**src/rtl/pkt_fifo_pkg.sv**
```systemverilog
// pkt_fifo_pkg: shared constants, the stored-entry layout and a header
// length helper for the packet-aware router output FIFO.
//   DATA_W_DEF / DEPTH_DEF / LEN_MSB_DEF / LEN_LSB_DEF : default geometry
//   entry_t   : one stored word, {sof, data}
//   hdr_len() : payload-length field of a header word (default geometry)
package pkt_fifo_pkg;

  localparam int DATA_W_DEF  = 8;
  localparam int DEPTH_DEF   = 16;
  localparam int LEN_MSB_DEF = 7;
  localparam int LEN_LSB_DEF = 2;
  localparam int LEN_W_DEF   = LEN_MSB_DEF - LEN_LSB_DEF + 1;

  typedef struct packed {
    logic                  sof;
    logic [DATA_W_DEF-1:0] data;
  } entry_t;

  function automatic logic [LEN_W_DEF-1:0] hdr_len(input logic [DATA_W_DEF-1:0] hdr);
    return hdr[LEN_MSB_DEF:LEN_LSB_DEF];
  endfunction

endpackage

```
**src/rtl/pkt_fifo_mem.sv**
```systemverilog
// pkt_fifo_mem: simple dual-port register array, one write port and one
// registered read port. Contents are not reset; only the read register is.
//   clk   : rising-edge clock
//   clr   : synchronous clear of the read register (reset or flush)
//   we    : write enable, waddr/wdata : write address/data
//   re    : read enable,  raddr       : read address
//   rdata : registered read data, holds when re is low
// A read and a write to the same address on one edge return the old word.
module pkt_fifo_mem #(
  parameter int WIDTH = 9,
  parameter int DEPTH = 16,
  parameter int AW    = $clog2(DEPTH)
) (
  input  logic             clk,
  input  logic             clr,
  input  logic             we,
  input  logic [AW-1:0]    waddr,
  input  logic [WIDTH-1:0] wdata,
  input  logic             re,
  input  logic [AW-1:0]    raddr,
  output logic [WIDTH-1:0] rdata
);

  logic [WIDTH-1:0] mem [DEPTH];

  always_ff @(posedge clk) begin
    if (we) mem[waddr] <= wdata;
  end

  always_ff @(posedge clk) begin
    if (clr)     rdata <= '0;
    else if (re) rdata <= mem[raddr];
  end

endmodule

```
**src/rtl/pkt_fifo.sv**
```systemverilog
// pkt_fifo: packet-aware FIFO for a router output channel. Every word is
// stored with a start-of-packet tag; on read the header length is decoded
// to find the parity byte that closes each packet.
//   clk, rst (sync, active-high), soft_rst (sync flush, active-high)
//   wr_en, lfd_state, din    : write side (lfd_state tags din as a header)
//   rd_en                    : read side
//   dout, dout_valid         : registered read data, 1-cycle valid pulse
//   dout_sof, pkt_done       : popped word was a header / closed a packet
//   full, empty, almost_full, count : occupancy status
//   ovf_err, udf_err         : sticky errors, present only when the macro
//                              PKT_FIFO_ERR_EN is defined (else tied to 0)
//
// Handshake: a write is accepted on an edge when wr_en && (!full || read
// accepted); a read is accepted when rd_en && !empty. Requests that are not
// accepted are dropped, never queued. On empty with both requested only the
// write is taken. rst and soft_rst win over both requests.
module pkt_fifo
  import pkt_fifo_pkg::*;
#(
  parameter int DATA_W   = DATA_W_DEF,
  parameter int DEPTH    = DEPTH_DEF,
  parameter int LEN_MSB  = LEN_MSB_DEF,
  parameter int LEN_LSB  = LEN_LSB_DEF,
  parameter int AF_LEVEL = DEPTH - 2,
  parameter int AW       = $clog2(DEPTH),
  parameter int CNT_W    = $clog2(DEPTH) + 1,
  parameter int LEN_W    = LEN_MSB - LEN_LSB + 1
) (
  input  logic              clk,
  input  logic              rst,
  input  logic              soft_rst,
  input  logic              wr_en,
  input  logic              lfd_state,
  input  logic [DATA_W-1:0] din,
  input  logic              rd_en,
  output logic [DATA_W-1:0] dout,
  output logic              dout_valid,
  output logic              dout_sof,
  output logic              pkt_done,
  output logic              full,
  output logic              empty,
  output logic              almost_full,
  output logic [CNT_W-1:0]  count,
  output logic              ovf_err,
  output logic              udf_err
);

  localparam int PC_W = LEN_W + 1;

  logic [AW-1:0]   wr_ptr, rd_ptr;
  logic            clr, wr_acc, rd_acc;
  logic [DATA_W:0] rd_entry;
  logic [PC_W-1:0] pkt_cnt, pkt_cnt_nxt;

  assign clr    = rst | soft_rst;
  assign rd_acc = rd_en & ~empty;
  assign wr_acc = wr_en & (~full | rd_acc);

  assign full        = (count == CNT_W'(DEPTH));
  assign empty       = (count == '0);
  assign almost_full = (count >= CNT_W'(AF_LEVEL));

  pkt_fifo_mem #(
    .WIDTH (DATA_W + 1),
    .DEPTH (DEPTH),
    .AW    (AW)
  ) u_mem (
    .clk   (clk),
    .clr   (clr),
    .we    (wr_acc & ~clr),
    .waddr (wr_ptr),
    .wdata ({lfd_state, din}),
    .re    (rd_acc & ~clr),
    .raddr (rd_ptr),
    .rdata (rd_entry)
  );

  assign dout     = rd_entry[DATA_W-1:0];
  assign dout_sof = dout_valid & rd_entry[DATA_W];

  // The tracker works off the registered read word: while dout_valid is
  // high, pkt_cnt still holds the count from before this pop, and the pop's
  // effect is folded in on the following edge. This keeps the memory read
  // port purely registered while pkt_done still lines up with its word.
  assign pkt_done = dout_valid & ~rd_entry[DATA_W] & (pkt_cnt == PC_W'(1));

  always_comb begin
    pkt_cnt_nxt = pkt_cnt;
    if (dout_valid) begin
      if (rd_entry[DATA_W])
        // Header reload covers the payload plus the trailing parity byte;
        // any packet still in flight is truncated here.
        pkt_cnt_nxt = {1'b0, rd_entry[LEN_MSB:LEN_LSB]} + PC_W'(1);
      else if (pkt_cnt != '0)
        pkt_cnt_nxt = pkt_cnt - PC_W'(1);
    end
  end

  always_ff @(posedge clk) begin
    if (clr) begin
      wr_ptr     <= '0;
      rd_ptr     <= '0;
      count      <= '0;
      dout_valid <= 1'b0;
      pkt_cnt    <= '0;
    end else begin
      if (wr_acc) wr_ptr <= wr_ptr + AW'(1);
      if (rd_acc) rd_ptr <= rd_ptr + AW'(1);
      case ({wr_acc, rd_acc})
        2'b10:   count <= count + CNT_W'(1);
        2'b01:   count <= count - CNT_W'(1);
        default: count <= count;
      endcase
      dout_valid <= rd_acc;
      pkt_cnt    <= pkt_cnt_nxt;
    end
  end

`ifdef PKT_FIFO_ERR_EN
  // Sticky through soft_rst; requests in a flush cycle are not judged.
  always_ff @(posedge clk) begin
    if (rst) begin
      ovf_err <= 1'b0;
      udf_err <= 1'b0;
    end else if (!soft_rst) begin
      if (wr_en && full && !rd_acc) ovf_err <= 1'b1;
      if (rd_en && empty)           udf_err <= 1'b1;
    end
  end
`else
  assign ovf_err = 1'b0;
  assign udf_err = 1'b0;
`endif

endmodule

```
**config.mk**
```make
export PLATFORM = sky130hd
export DESIGN_NAME = pkt_fifo
export DESIGN_NICKNAME = d
export VERILOG_FILES = /design/src/rtl/pkt_fifo_pkg.sv /design/src/rtl/pkt_fifo_mem.sv /design/src/rtl/pkt_fifo.sv
export SDC_FILE = /design/constraint.sdc
export NUM_CORES = 1
export LEC_CHECK = 0
export ABC_AREA = 1
export BUFFER_PORTS_ARGS = -buffer_cell sky130_fd_sc_hd__buf_2
export CORE_AREA = 2 2 123 125
export DETAILED_ROUTE_END_ITERATION = 8
export DIE_AREA = 0 0 125 127
export MAX_ROUTING_LAYER = met4
export PLACE_DENSITY = 0.76
export SLEW_MARGIN = 30
export SYNTH_ARGS = -nofsm -noshare
export SYNTH_HDL_FRONTEND = slang
export SYNTH_SLANG_ARGS = --single-unit
export TNS_END_PERCENT = 1
```
**constraint.sdc**
```tcl
create_clock -name clk -period 1.6 [get_ports clk]
set_input_delay 0 -clock clk [delete_from_list [all_inputs] [get_ports clk]]
set_output_delay 0 -clock clk [all_outputs]
set_load 0.02 [all_outputs]
```
==> results.toml <==
[placement]
dpl.hpwl_um = 11430
gp_congestion = 0.8799
dp_slack_ns = -0.1243
port-buffer-count = 32

[final_layout]
num_antenna_cells = 0
final_common_cell = "nand2_1"
num-nets-final = 912
syn_to_final_growth_pct = 14.92
layout_common_cells = "nand2_1, edfxtp_1, nand3_1, inv_1, nor2_1"
drive_gt1_share_pct = 17.15

[grt]
gr-total-overflow = 0
antenna_found_initial = 0
grtUsageTotal_pct = 23.42
grt_max_degree = 58
grt_pass1_vias = 5237
grt_pass1_wl_um = 27630

[critical_path]
arrival_ns = 2.02
r2r_start = "count[1]"
worstPathBufferInverterCount = 2
reg2reg_to = "count[4]"
startpoint_type = "flip-flop"
crit_fanout = 4
ff2ff_path_depth = 12
path_delay_family = "simple AND/OR/NAND/NOR gates"
critPathCaptureType = "flip-flop"
critPathSlowestCell = "dfxtp_4"
path_cells = "nor2_4 -> nand3_4 -> nand2_4 -> inv_4 -> nand2_4 -> inv_4 -> ha_4 -> nand3b_1 -> nand3_1 -> nand2_1 -> a21oi_2 -> nor2_1"
worst_ep_required_time_ns = 1.92
crit_path_max_incr_delay_ns = 0.35
crit_type = "reg2reg"
rrSetupSlack_ns = -0.10

[floorplanning]
initial_core_util_pct = 55.63
rows = 44
dieArea_um2 = 15880
die_x_um = 125
fp.dieH_um = 127
io_pins = 35
core_um2 = 14420

[clock_tree]
cts_tree = "done"
clkSlewWorstSetupHoldPaths_ns = 0.06
insertion_delay_ns = 0.42
cts-root-buf = "clkbuf_16"
cts.sinks = 174
numCtsBuffers = 17
h-tree-depth = 4
clockBufferDepth = 2

[sta]
report.final.setup_viol = 110
skew_ns = 0.005375
slew_headroom_pct = 66.08
final_max_slew_viol_count = 0
fin_crit_sh_pct = 106.5
tightest_slew_ns = 0.5081
fmax_mhz = 587.0
hold_viol = 0
setup_ws_ns = -0.1034
finalCriticalPeriod_ns = 1.703
rsz0062_at_grt = "yes"

[power_and_ir_drop]
p_sw_share_pct = 22.54
pwr-share-clk_pct = 41.0
pwr-share-seq_pct = 50.3
pwr-share-comb_pct = 8.7
leakagePower_nw = 3.921
power.switching_mw = 2.228
cellInternalPower_mw = 7.657
finalPower_mw = 9.885
power_density_nw_per_um2 = 1072
vdd_ir_drop_max_uv = 789.0

[synthesis]
synth-seq-cells = 174
ys_warn_count = 0
yosys.cell_types.count = 38
syn_area_per_cell_um2 = 9.702
syn_inst = 827
synth_area_um2 = 8024
seq_area_frac_synth_pct = 61.38

[hold_path]
whs_path_depth = 1
min_path_type = "in2reg"
min_to = "u_mem.mem[15][6]"
hp-start = "din[6]"

[run_status]
violations = "setup timing"
status = "finished with violations"

[detailed_routing]
wl_per_cell_um = 16.19
postRouteAntennaNets = 0
drt_first_pass_iters = 5
finalWirelength_um = 17520
drc = 0
vias = 5718
vias_per_cell = 5.285
drtIter0Drc = 508

[run]
max_cap_viol_count = 0
state kept, by name, indices dropped and copies added (netlist names):
signal and cells:
wr_ptr 4, dout_valid 1, rd_ptr 4, count 5, u_mem.mem 144, u_mem.rdata 9
pkt_cnt 7
power by group through the flow:
stage	Combinational, mW	Sequential (mW)	Clock [mW]
2_1_floorplan	0.541	5.08	0
3_3_place_gp	0.797	5.07	0
3_5_place_dp	0.814	5.07	0
6_report	0.864	4.97	4.05
4_1_cts	0.845	4.97	4.08
5_1_grt	0.951	4.97	4.26
routing by layer:
layer,share of wire (%),vias to the layer above,track usage (%)
met1,43,2682,30.03
met5,0,-,-
met4,2.2,0,8.301
met3,5.8,32,4.523
met2,49,199,37.76
li1,-,2805,-
cells by family (layout without fill, tap and decap cells):
group,after synthesis,in the layout,share of synthesized area [%]
and+or+nand+nor,426,426,23.33
DFF,174,174,61.38
buffers and inverters,157,227,9.293
AOI/OAI and AO/OA,51,51,3.337
adders and majority gates,12,12,1.965
xor gates and xnor gates,6,6,0.6550
other,1,2,0.04674
through the flow:
stage / util [%] / std cells / hold slack, ns / cell area, um^2 / TNS, ns
2_1_floorplan: - / 828 / 0.09887 / 8080 / -7.711
3_3_place_gp: 59.13 / 1046 / 0.3942 / 8529 / -1.439
3_5_place_dp: 59.13 / 1046 / 0.4000 / 8529 / -4.868
4_1_cts: 63.51 / 1081 / 0.004891 / 9160 / -1.816
5_1_grt: 63.93 / 1082 / 0.01008 / 9221 / -9.749
6_report: 63.93 / 1082 / 0.01717 / 9221 / -2.966
cell type report:
class,count,area (um^2)
clock buffers,19,432.9
fillers,1126,5202
flip-flops and latches,174,4945
inverters,114,432.9
multi-input cells,497,2432
repair buffers,82,601.8
well taps,184,230.2
clock inverters,12,146.4
how the worst max path moves through the flow:
stage               startpoint       end  depth (start not counted)
global route          count[1]  count[4]                         13
detailed placement    count[3]  count[4]                         12
global placement      count[3]  count[4]                         12
finish                count[1]  count[4]                         12
CTS                   count[2]  count[4]                         12
floorplan             count[3]  count[4]                         11
synthesized netlist by cell type, drive strengths merged:
cell	instances	share of area, %
o21ai	31	2.0
nor3	1	0.062
nand4	1	0.078
clkinv	1	0.047
nand3	125	8.1
nand3b	1	0.094
dfxtp	30	7.5
xnor2	3	0.33
edfxtp	144	54
a21oi	18	1.2
inv	113	5.3
ha	11	1.7
buf	38	3.7
xor2	3	0.33
nor4	1	0.078
fa	1	0.25
o21a	1	0.094
conb	1	0.047
nand2	223	11
o21bai	1	0.094
clkbuf	5	0.25
nor2	74	4.1
repair_timing:
item                                    4_1_cts  5_1_grt
buffers inserted                              3        1
hold buffers                                  1        0
resized for setup                             7       14
pin swaps                                    12        6
hold endpoints to repair                      3        0
endpoints found under the setup margin      111      150
(Power assumes the default switching activity.)
